<file path="src/rtl/adc_decim_avg_if.sv">
// adc_decim_avg_if: sample input and averaged-result handshake bundle for adc_decim_avg.
interface adc_decim_avg_if;
  logic [11:0] ad_data_ch0, ad_data_ch1, out_data_ch0, out_data_ch1;
  logic in_valid, out_valid, out_ready;
  modport master (output ad_data_ch0, ad_data_ch1, in_valid, out_ready,
                  input out_data_ch0, out_data_ch1, out_valid);
  modport slave (input ad_data_ch0, ad_data_ch1, in_valid, out_ready,
                 output out_data_ch0, out_data_ch1, out_valid);
endinterface

</file>
<file path="src/rtl/adc_decim_avg.sv">
// adc_decim_avg: two-channel block-average decimator (R = 2^decim_log2) with an output FIFO.
// Define ADC_TWOS_COMP_EN for signed two's-complement arithmetic; offset-binary unsigned otherwise.
module adc_decim_avg #(
  parameter int FIFO_DEPTH = 4,
  parameter int MAX_LOG2 = 6
) (
  input  logic           sys_clk,
  input  logic           rst_n,
  input  logic           enable,
  input  logic [2:0]     decim_log2,
  input  logic           ovf_clr,
  output logic           overflow,
  adc_decim_avg_if.slave bus
);
  localparam int AW = $clog2(FIFO_DEPTH);
  localparam logic [2:0] MAXL = 3'(MAX_LOG2);
  logic [17:0] r_acc0, r_acc1, r_s1_sum0, r_s1_sum1;
  logic [5:0]  r_cnt;
  logic [2:0]  r_l2, r_s1_l2;
  logic        r_s1_v;
  logic [23:0] r_mem [FIFO_DEPTH];
  logic [AW:0] r_wr, r_rd;
  logic [17:0] w_x0, w_x1, w_sum0, w_sum1;
  logic [11:0] w_q0, w_q1;
  logic [2:0]  w_l2;
  logic [5:0]  w_mask;
  logic        w_acc, w_last, w_full, w_push, w_pop, w_wr;
`ifdef ADC_TWOS_COMP_EN
  assign w_x0 = 18'($signed({~bus.ad_data_ch0[11], bus.ad_data_ch0[10:0]}));
  assign w_x1 = 18'($signed({~bus.ad_data_ch1[11], bus.ad_data_ch1[10:0]}));
  assign w_q0 = 12'($signed(r_s1_sum0) >>> r_s1_l2);
  assign w_q1 = 12'($signed(r_s1_sum1) >>> r_s1_l2);
`else
  assign w_x0 = 18'(bus.ad_data_ch0);
  assign w_x1 = 18'(bus.ad_data_ch1);
  assign w_q0 = 12'(r_s1_sum0 >> r_s1_l2);
  assign w_q1 = 12'(r_s1_sum1 >> r_s1_l2);
`endif
  // The ratio is sampled on the first pair of a block and held until the block completes.
  assign w_acc  = bus.in_valid & enable;
  assign w_l2   = (r_cnt == '0) ? ((decim_log2 > MAXL) ? MAXL : decim_log2) : r_l2;
  assign w_mask = 6'((7'd1 << w_l2) - 7'd1);
  assign w_last = r_cnt == w_mask;
  assign w_sum0 = r_acc0 + w_x0;
  assign w_sum1 = r_acc1 + w_x1;
  assign w_full = (r_wr[AW] != r_rd[AW]) && (r_wr[AW-1:0] == r_rd[AW-1:0]);
  assign w_push = r_s1_v;
  assign w_pop  = bus.out_valid & bus.out_ready;
  assign w_wr   = w_push & (~w_full | w_pop);
  assign bus.out_valid    = r_wr != r_rd;
  assign bus.out_data_ch0 = bus.out_valid ? r_mem[r_rd[AW-1:0]][11:0] : '0;
  assign bus.out_data_ch1 = bus.out_valid ? r_mem[r_rd[AW-1:0]][23:12] : '0;
  always_ff @(posedge sys_clk or negedge rst_n)
    if (!rst_n) begin
      r_acc0    <= '0;
      r_acc1    <= '0;
      r_cnt     <= '0;
      r_l2      <= '0;
      r_s1_v    <= 1'b0;
      r_s1_sum0 <= '0;
      r_s1_sum1 <= '0;
      r_s1_l2   <= '0;
      r_wr      <= '0;
      r_rd      <= '0;
      overflow  <= 1'b0;
    end else begin
      r_s1_v <= w_acc & w_last;
      if (w_acc & w_last) begin
        r_s1_sum0 <= w_sum0;
        r_s1_sum1 <= w_sum1;
        r_s1_l2   <= w_l2;
      end
      if (w_acc) r_l2 <= w_l2;
      if (!enable || (w_acc && w_last)) begin
        r_acc0 <= '0;
        r_acc1 <= '0;
        r_cnt  <= '0;
      end else if (w_acc) begin
        r_acc0 <= w_sum0;
        r_acc1 <= w_sum1;
        r_cnt  <= r_cnt + 6'd1;
      end
      if (w_wr) r_wr <= r_wr + 1'b1;
      if (w_pop) r_rd <= r_rd + 1'b1;
      overflow <= (w_push & w_full & ~w_pop) | (overflow & ~ovf_clr);
    end
  always_ff @(posedge sys_clk)
    if (w_wr) r_mem[r_wr[AW-1:0]] <= {w_q1, w_q0};
endmodule

</file>
<file path="src/flat_wrapper.sv">
// flat-port wrapper written by rule: the top's interface ports become plain ports
module adc_decim_avg_flat 
#(
  parameter int FIFO_DEPTH = 4,
  parameter int MAX_LOG2 = 6
)
  (sys_clk, rst_n, enable, decim_log2, ovf_clr, overflow, bus_ad_data_ch0, bus_ad_data_ch1, bus_in_valid, bus_out_ready, bus_out_data_ch0, bus_out_data_ch1, bus_out_valid);
  adc_decim_avg_if bus_i ();
  input  logic sys_clk;
  input  logic rst_n;
  input  logic enable;
  input  logic [2:0] decim_log2;
  input  logic ovf_clr;
  output logic overflow;
  input wire logic [$bits(bus_i.ad_data_ch0)-1:0] bus_ad_data_ch0;
  input wire logic [$bits(bus_i.ad_data_ch1)-1:0] bus_ad_data_ch1;
  input wire logic [$bits(bus_i.in_valid)-1:0] bus_in_valid;
  input wire logic [$bits(bus_i.out_ready)-1:0] bus_out_ready;
  output wire logic [$bits(bus_i.out_data_ch0)-1:0] bus_out_data_ch0;
  output wire logic [$bits(bus_i.out_data_ch1)-1:0] bus_out_data_ch1;
  output wire logic [$bits(bus_i.out_valid)-1:0] bus_out_valid;
  assign bus_i.ad_data_ch0 = bus_ad_data_ch0;
  assign bus_i.ad_data_ch1 = bus_ad_data_ch1;
  assign bus_i.in_valid = bus_in_valid;
  assign bus_i.out_ready = bus_out_ready;
  assign bus_out_data_ch0 = bus_i.out_data_ch0;
  assign bus_out_data_ch1 = bus_i.out_data_ch1;
  assign bus_out_valid = bus_i.out_valid;
  adc_decim_avg #(.FIFO_DEPTH(FIFO_DEPTH), .MAX_LOG2(MAX_LOG2)) u_core (.sys_clk(sys_clk), .rst_n(rst_n), .enable(enable), .decim_log2(decim_log2), .ovf_clr(ovf_clr), .overflow(overflow), .bus(bus_i));
endmodule
</file>
<file path="config.mk">
export PLATFORM = sky130hd
export DESIGN_NAME = adc_decim_avg_flat
export DESIGN_NICKNAME = d
export VERILOG_FILES = /design/src/rtl/adc_decim_avg_if.sv /design/src/rtl/adc_decim_avg.sv /design/src/flat_wrapper.sv
export SDC_FILE = /design/constraint.sdc
export NUM_CORES = 1
export LEC_CHECK = 0
export CAP_MARGIN = 5
export CORE_ASPECT_RATIO = 0.75
export CORE_MARGIN = 3
export CORE_UTILIZATION = 40
export DETAILED_ROUTE_END_ITERATION = 8
export HOLD_SLACK_MARGIN = 0.1
export PLACE_DENSITY_LB_ADDON = 0.05
export SYNTH_ARGS = -nofsm -noshare
export SYNTH_HDL_FRONTEND = slang
export SYNTH_SLANG_ARGS = --single-unit
</file>
<file path="constraint.sdc">
create_clock -name sys_clk -period 4.68 [get_ports sys_clk]
set_clock_uncertainty 0.2 [all_clocks]
set_input_delay 0.936 -clock sys_clk [delete_from_list [all_inputs] [get_ports sys_clk]]
set_output_delay 0.936 -clock sys_clk [all_outputs]
set_load 0.02 [all_outputs]
</file>
**Yosys cells after proc, flatten, opt, wreduce, memory -nomap -nowiden**

Memories as Yosys holds them, arrays and structs flattened.
Index checks and enable logic that the tools add are counted.

- Add/sub/neg operators: 6
- Multipliers: 0
- Divide/modulo/power cells: 0
- $lt $le $gt $ge: 1
- Equality and inequality tests: 4
- Shifts and indexed selects: 3
- Mux-type cells: 12
- Bitwise logic cells: 12
- Reduce and logical (&&, ||, !) cells: 6

Operators with widths:

| operator | count |
|---|---|
| 2-to-1 mux 18 bit | 4 |
| adder 18 x 12 -> 18 bit | 2 |
| right shift 18 x 3 -> 12 bit | 2 |
| 2-to-1 mux 12 bit | 2 |
| 2-to-1 mux 6 bit | 2 |
| bitwise AND 1 bit | 7 |
| adder 3 x 1 -> 3 bit (second input constant) | 2 |
| adder 6 x 1 -> 6 bit (second input constant) | 1 |
| == test 6 bit | 1 |
| logical NOT 6 bit | 1 |
| 2-to-1 mux 3 bit | 2 |
| << shifter 1 x 3 -> 6 bit (first input constant) | 1 |
| subtractor 6 x 1 -> 6 bit (second input constant) | 1 |
| greater-than comparator 3 bit (second input constant) | 1 |
| != test 3 bit | 1 |
| NOT 1 bit | 3 |
| == test 2 bit | 1 |
| logical AND 1 bit | 2 |
| 2-to-1 mux 1 bit | 2 |
| OR 1 bit | 2 |
| nonzero test 2 bit | 1 |
| logical NOT 1 bit | 1 |
| logical OR 1 bit | 1 |
| != test 1 bit | 1 |

- Register bits after elaboration: 92
- Latch bits: 0
- RAM bits: 96
- ROM bits: 0
- Input bits: 33
- Output and inout port bits: 26
- Word-level logic and storage cells: 56
- Memories: 1

Memories:

| memory | words | bits a word | read ports | clocked after Yosys merged registers in | write ports | RTL line | source |
|---|---|---|---|---|---|---|---|
| u_core.r_mem | 4 | 24 | 1 | 0 | 1 | adc_decim_avg.sv:21 | `logic [23:0] r_mem [FIFO_DEPTH];` |

**Longest topological paths before layout**

- Depth in word-level cells: 9
- Mapped depth: 16

**Worst setup path before layout**

No wires, ideal clock.

- Path kind: flip-flop to flip-flop
- From: register u_core.r_cnt[0]
- To: register u_core.r_s1_sum0[0]
- Setup time: 0.125 ns
- Arrival time: 3.228 ns
- Path slack: 1.127 ns
- Cell stages (with the launch flop): 16
- Cell sequence: dfrtp_1 inv_1 ha_1 or3b_4 nor2_1 nand3_1 a21boi_0 nand2b_1 ha_1 xor2_1 and3_1 nand4_1 nor4b_4 o211ai_4 buf_6 mux2_4

- Word-level cells in the longest chain between the ends: 6

RTL lines:

| what | RTL line | source |
|---|---|---|
| from (decl) | adc_decim_avg.sv:18 | `logic [5:0] r_cnt;` |
| from (signal assigned) | adc_decim_avg.sv:81 | `r_cnt <= r_cnt + 6'd1;` |
| logical NOT 6 bit | adc_decim_avg.sv:41 | `assign w_l2 = (r_cnt == '0) ? ((decim_log2 > MAXL) ? MAXL : decim_log2) : r_l2;` |
| 2-to-1 mux 3 bit | adc_decim_avg.sv:41 |  |
| << shifter 1 x 3 -> 6 bit | adc_decim_avg.sv:42 | `assign w_mask = 6'((7'd1 << w_l2) - 7'd1);` |
| subtractor 6 x 1 -> 6 bit | adc_decim_avg.sv:42 |  |
| == test 6 bit * | adc_decim_avg.sv:43 | `assign w_last = r_cnt == w_mask;` |
| bitwise AND 1 bit * | adc_decim_avg.sv:68 | `if (w_acc & w_last) begin` |
| to (signal assigned) | adc_decim_avg.sv:69 | `r_s1_sum0 <= w_sum0;` |
| to (decl) | adc_decim_avg.sv:17 | `logic [17:0] r_acc0, r_acc1, r_s1_sum0, r_s1_sum1;` |

Mark *: on every way between the ends. The rest lies on a longest branch, timed or not.
A chain may end at the register's enable or synchronous reset.

**Worst setup path in the final report**

- From: register u_core.r_cnt[0]
- To: register u_core.r_s1_sum0[9]

The elaborated chain is that of the path after synthesis.

==> key figures <==
Floorplan
  • Die span in x: 189 um
  • Die height: 143 um
  • CORE AREA: 24,300 sq um
  • Initial Util: 0.413
  • Ports: 59
  • Die area: 27,100 sq um
  • FP Rows: 49

Global route
  • Met1 GRT Util: 0.239
  • First-pass GRT wire length: 36,500 um
  • Vias in the first global route: 6,660
  • M2 GR Usage: 0.282
  • Number of antenna violations at the first check in global routing: 0
  • Largest net degree at the start of global routing: 43
  • Total track usage: 0.171
  • Met3 GRT Util: 0.0290
  • Busiest grt layer: met2
  • Global route overflow: 0

Drt
  • Per-cell routed wire length: 17.8 um
  • DR vias/cell: 5.23
  • Initial DRC Count: 266
  • Drt drc: 0
  • Detail Route Antenna Nets: 0
  • Via count: 6,475
  • Routed wire length: 22,100 um
  • DRT Pass-1 Iters: 5

Layout
  • N_diodes: 0
  • Most common cell after layout, fill and taps aside: edfxtp_1
  • # fillers: 2,192
  • Synthesis-to-layout area growth: 15.4%
  • Layout net count: 960
  • Commonest cells after routing, fill and taps aside: edfxtp_1 (96), dfrtp_1 (92), nor2_1 (73)
  • Share of layout cells above drive strength 1: 0.147

CTS
  • Clk sinks: 188
  • Resized cells post-CTS: 0
  • CTS H-tree depth: 4
  • Later-pin clock latency in the skew report: 430 ps
  • Max clock buf depth: 2
  • CTS tree: yes
  • Setup bufs post-CTS: 0
  • Hold_buf cts: 0
  • Clock transition at the registers of the reported paths: 70 ps
  • Root buffer cell: clkbuf_16
  • CTS buffer count: 17

Power and ir drop
  • Seq pwr share: 0.375
  • Clock power share: 0.269
  • Sw Ratio: 0.330
  • Peak supply drop: 0.271 mV
  • Power density cells: 474 nW/um^2
  • Internal cell power: 0.00369 W
  • Gate power share: 0.356
  • Leakage Power: 4.77 nW
  • P_sw: 0.00182 W
  • Pwr Total: 0.00550 W

Flow run
  • Max cap viols: 0

Synth
  • Number of flops mapped to enable cells by yosys: 96
  • Asr flop ratio synth: 0.489
  • Yosys cell types: 54
  • Mapped Avg Cell Area: 11.9 sq um
  • Synthesis warning total: 0
  • Register area share after synthesis: 0.515
  • Mapped Nets: 912
  • Flops & latches, synth: 188
  • Synth Instances: 845
  • Main synth FF type: edfxtp_1
  • Netlist Area Pre-Place: 10,100 sq um

Place
  • Port Buf Inserts: 58
  • GP Congestion: 0.874
  • Hpwl dp: 15,600 um

Hold path
  • Min-Delay Path Class: input port to async pin

Timing
  • Final period util: 0.891
  • Worst slew pin tran: 928 ps
  • Final setup viols: 0
  • Fin. max-slew vios: 0
  • Max Clock Freq: 0.240 GHz
  • RSZ-0062 raised after global routing: false
  • Max-slew headroom: 0.380
  • Final min period: 4170 ps
  • Final hold viol count: 0
  • Post-route setup TNS: 0 ps

Worst setup path
  • Critical Path Source: u_core.r_cnt[0]$_DFFE_PN0P_
  • Crit Path Class: flip-flop to flip-flop
  • R2R Path End: u_core.r_s1_sum0[9]$_DFFE_PN0P_
  • Critical Path AT: 4280 ps
  • Critical Path Source Type: flip-flop
  • Reg2Reg Depth: 15
  • Critical R2R Launch: u_core.r_cnt[0]$_DFFE_PN0P_
  • CP Data Required Time: 4790 ps
  • Setup crit end kind: flip-flop
  • Crit-path max FO: 27
  • R2r setup slk: 510 ps

Status
  • Outcome: completed
-- layout make-up --
class	count	area, sq um	share of cell area
well taps	331	414	0.0357
flip-flops and latches	188	5180	0.447
clock buffers	18	429	0.0370
multi-input cells	591	4620	0.398
repair buffers	71	696	0.0599
inverters	24	90.1	0.00776
clock inverters	14	169	0.0146
-- power by group through the flow --
stage / clock network, W / logic [W] / registers [W]
floorplan: 0 / 0.00138 / 0.00203
global placement: 0 / 0.00197 / 0.00209
detailed placement: 0 / 0.00198 / 0.00209
CTS: 0.00152 / 0.00200 / 0.00206
global route: 0.00159 / 0.00216 / 0.00208
finish: 0.00148 / 0.00196 / 0.00206
-- cells in the mapped netlist, drive strengths merged, types with 5 or more instances --
| cell | n | share of area |
|---|---|---|
| ha | 32 | 0.040 |
| nand4 | 5 | 0.0031 |
| buf | 15 | 0.0078 |
| and2 | 6 | 0.0037 |
| xor2 | 26 | 0.023 |
| edfxtp | 96 | 0.29 |
| nor2 | 77 | 0.029 |
| a31oi | 6 | 0.0037 |
| clkbuf | 27 | 0.010 |
| a211oi | 7 | 0.0052 |
| xnor2 | 27 | 0.024 |
| a21o | 10 | 0.0075 |
| and3 | 6 | 0.0037 |
| nand2b | 7 | 0.0044 |
| nor3 | 8 | 0.0040 |
| o21ai | 42 | 0.021 |
| mux2 | 44 | 0.056 |
| o211ai | 9 | 0.0081 |
| o2111ai | 5 | 0.0044 |
| dfrtp | 92 | 0.23 |
| nand2 | 68 | 0.025 |
| a21oi | 40 | 0.020 |
| nor2b | 30 | 0.019 |
| nand3 | 17 | 0.0085 |
| inv | 24 | 0.0090 |
| mux2i | 51 | 0.051 |
| o21a | 8 | 0.0060 |
| mux4 | 26 | 0.058 |
-- stage by stage --
stage	utilization	cell area, sq um	std cells	setup slack [ps]	hold slack (ps)
2_1_floorplan	-	10100	845	1130	249
4_1_cts	0.477	11600	1237	484	245
5_1_grt	0.477	11600	1237	122	262
3_3_place_gp	0.452	11000	1205	282	283
3_5_place_dp	0.452	11000	1205	211	277
6_report	0.477	11600	1237	511	253
-- worst max path at each step --
stage	cells after the start	to	slack (ps)
finish	15	u_core.r_s1_sum0[9]$_DFFE_PN0P_	510
global route	15	u_core.r_acc0[7]$_DFFE_PN0P_	120
CTS	16	u_core.r_acc0[7]$_DFFE_PN0P_	480
detailed placement	14	u_core.r_acc0[7]$_DFFE_PN0P_	210
global placement	14	u_core.r_acc0[7]$_DFFE_PN0P_	280
floorplan	15	u_core.r_s1_sum0[0]$_DFFE_PN0P_	1130
-- per-layer routing --
layer	wire length, um	part of all wire
met1	11000	0.50
met2	10400	0.47
met3	484	0.022
met4	226	0.010
met5	0	0
-- worst max-delay path: stages, from the launching register on --
cell and delay (ps):
dfrtp_1 500, inv_1 150, ha_1 160, or3b_4 410
nor2_1 220, nand3_1 100, a21boi_0 170, nand2b_1 200
ha_1 300, xor2_1 140, and3_1 170, nand4_1 150
nor4b_4 290, o211ai_4 300, buf_12 280, mux2_4 300
-- sequential cells by signal, indices dropped and copies added (netlist names) --
| name | count |
|---|---|
| u_core.r_l2 | 3 |
| u_core.r_acc0 | 18 |
| u_core.r_s1_v | 1 |
| u_core.r_mem | 96 |
| u_core.r_s1_sum1 | 18 |
| u_core.r_acc1 | 18 |
| u_core.r_wr | 3 |
| u_core.r_s1_sum0 | 18 |
| u_core.overflow | 1 |
| u_core.r_rd | 3 |
| u_core.r_s1_l2 | 3 |
| u_core.r_cnt | 6 |
-- kinds of logic after synthesis --
kind of cell,after synthesis,synth area share
buf+inv,66,0.0269
fa+ha+maj,34,0.0438
compound gates,142,0.0883
xor+xnor,53,0.0462
mux,121,0.165
flops,188,0.515
simple gates,241,0.114
Power figures use the tool's default switching activity.
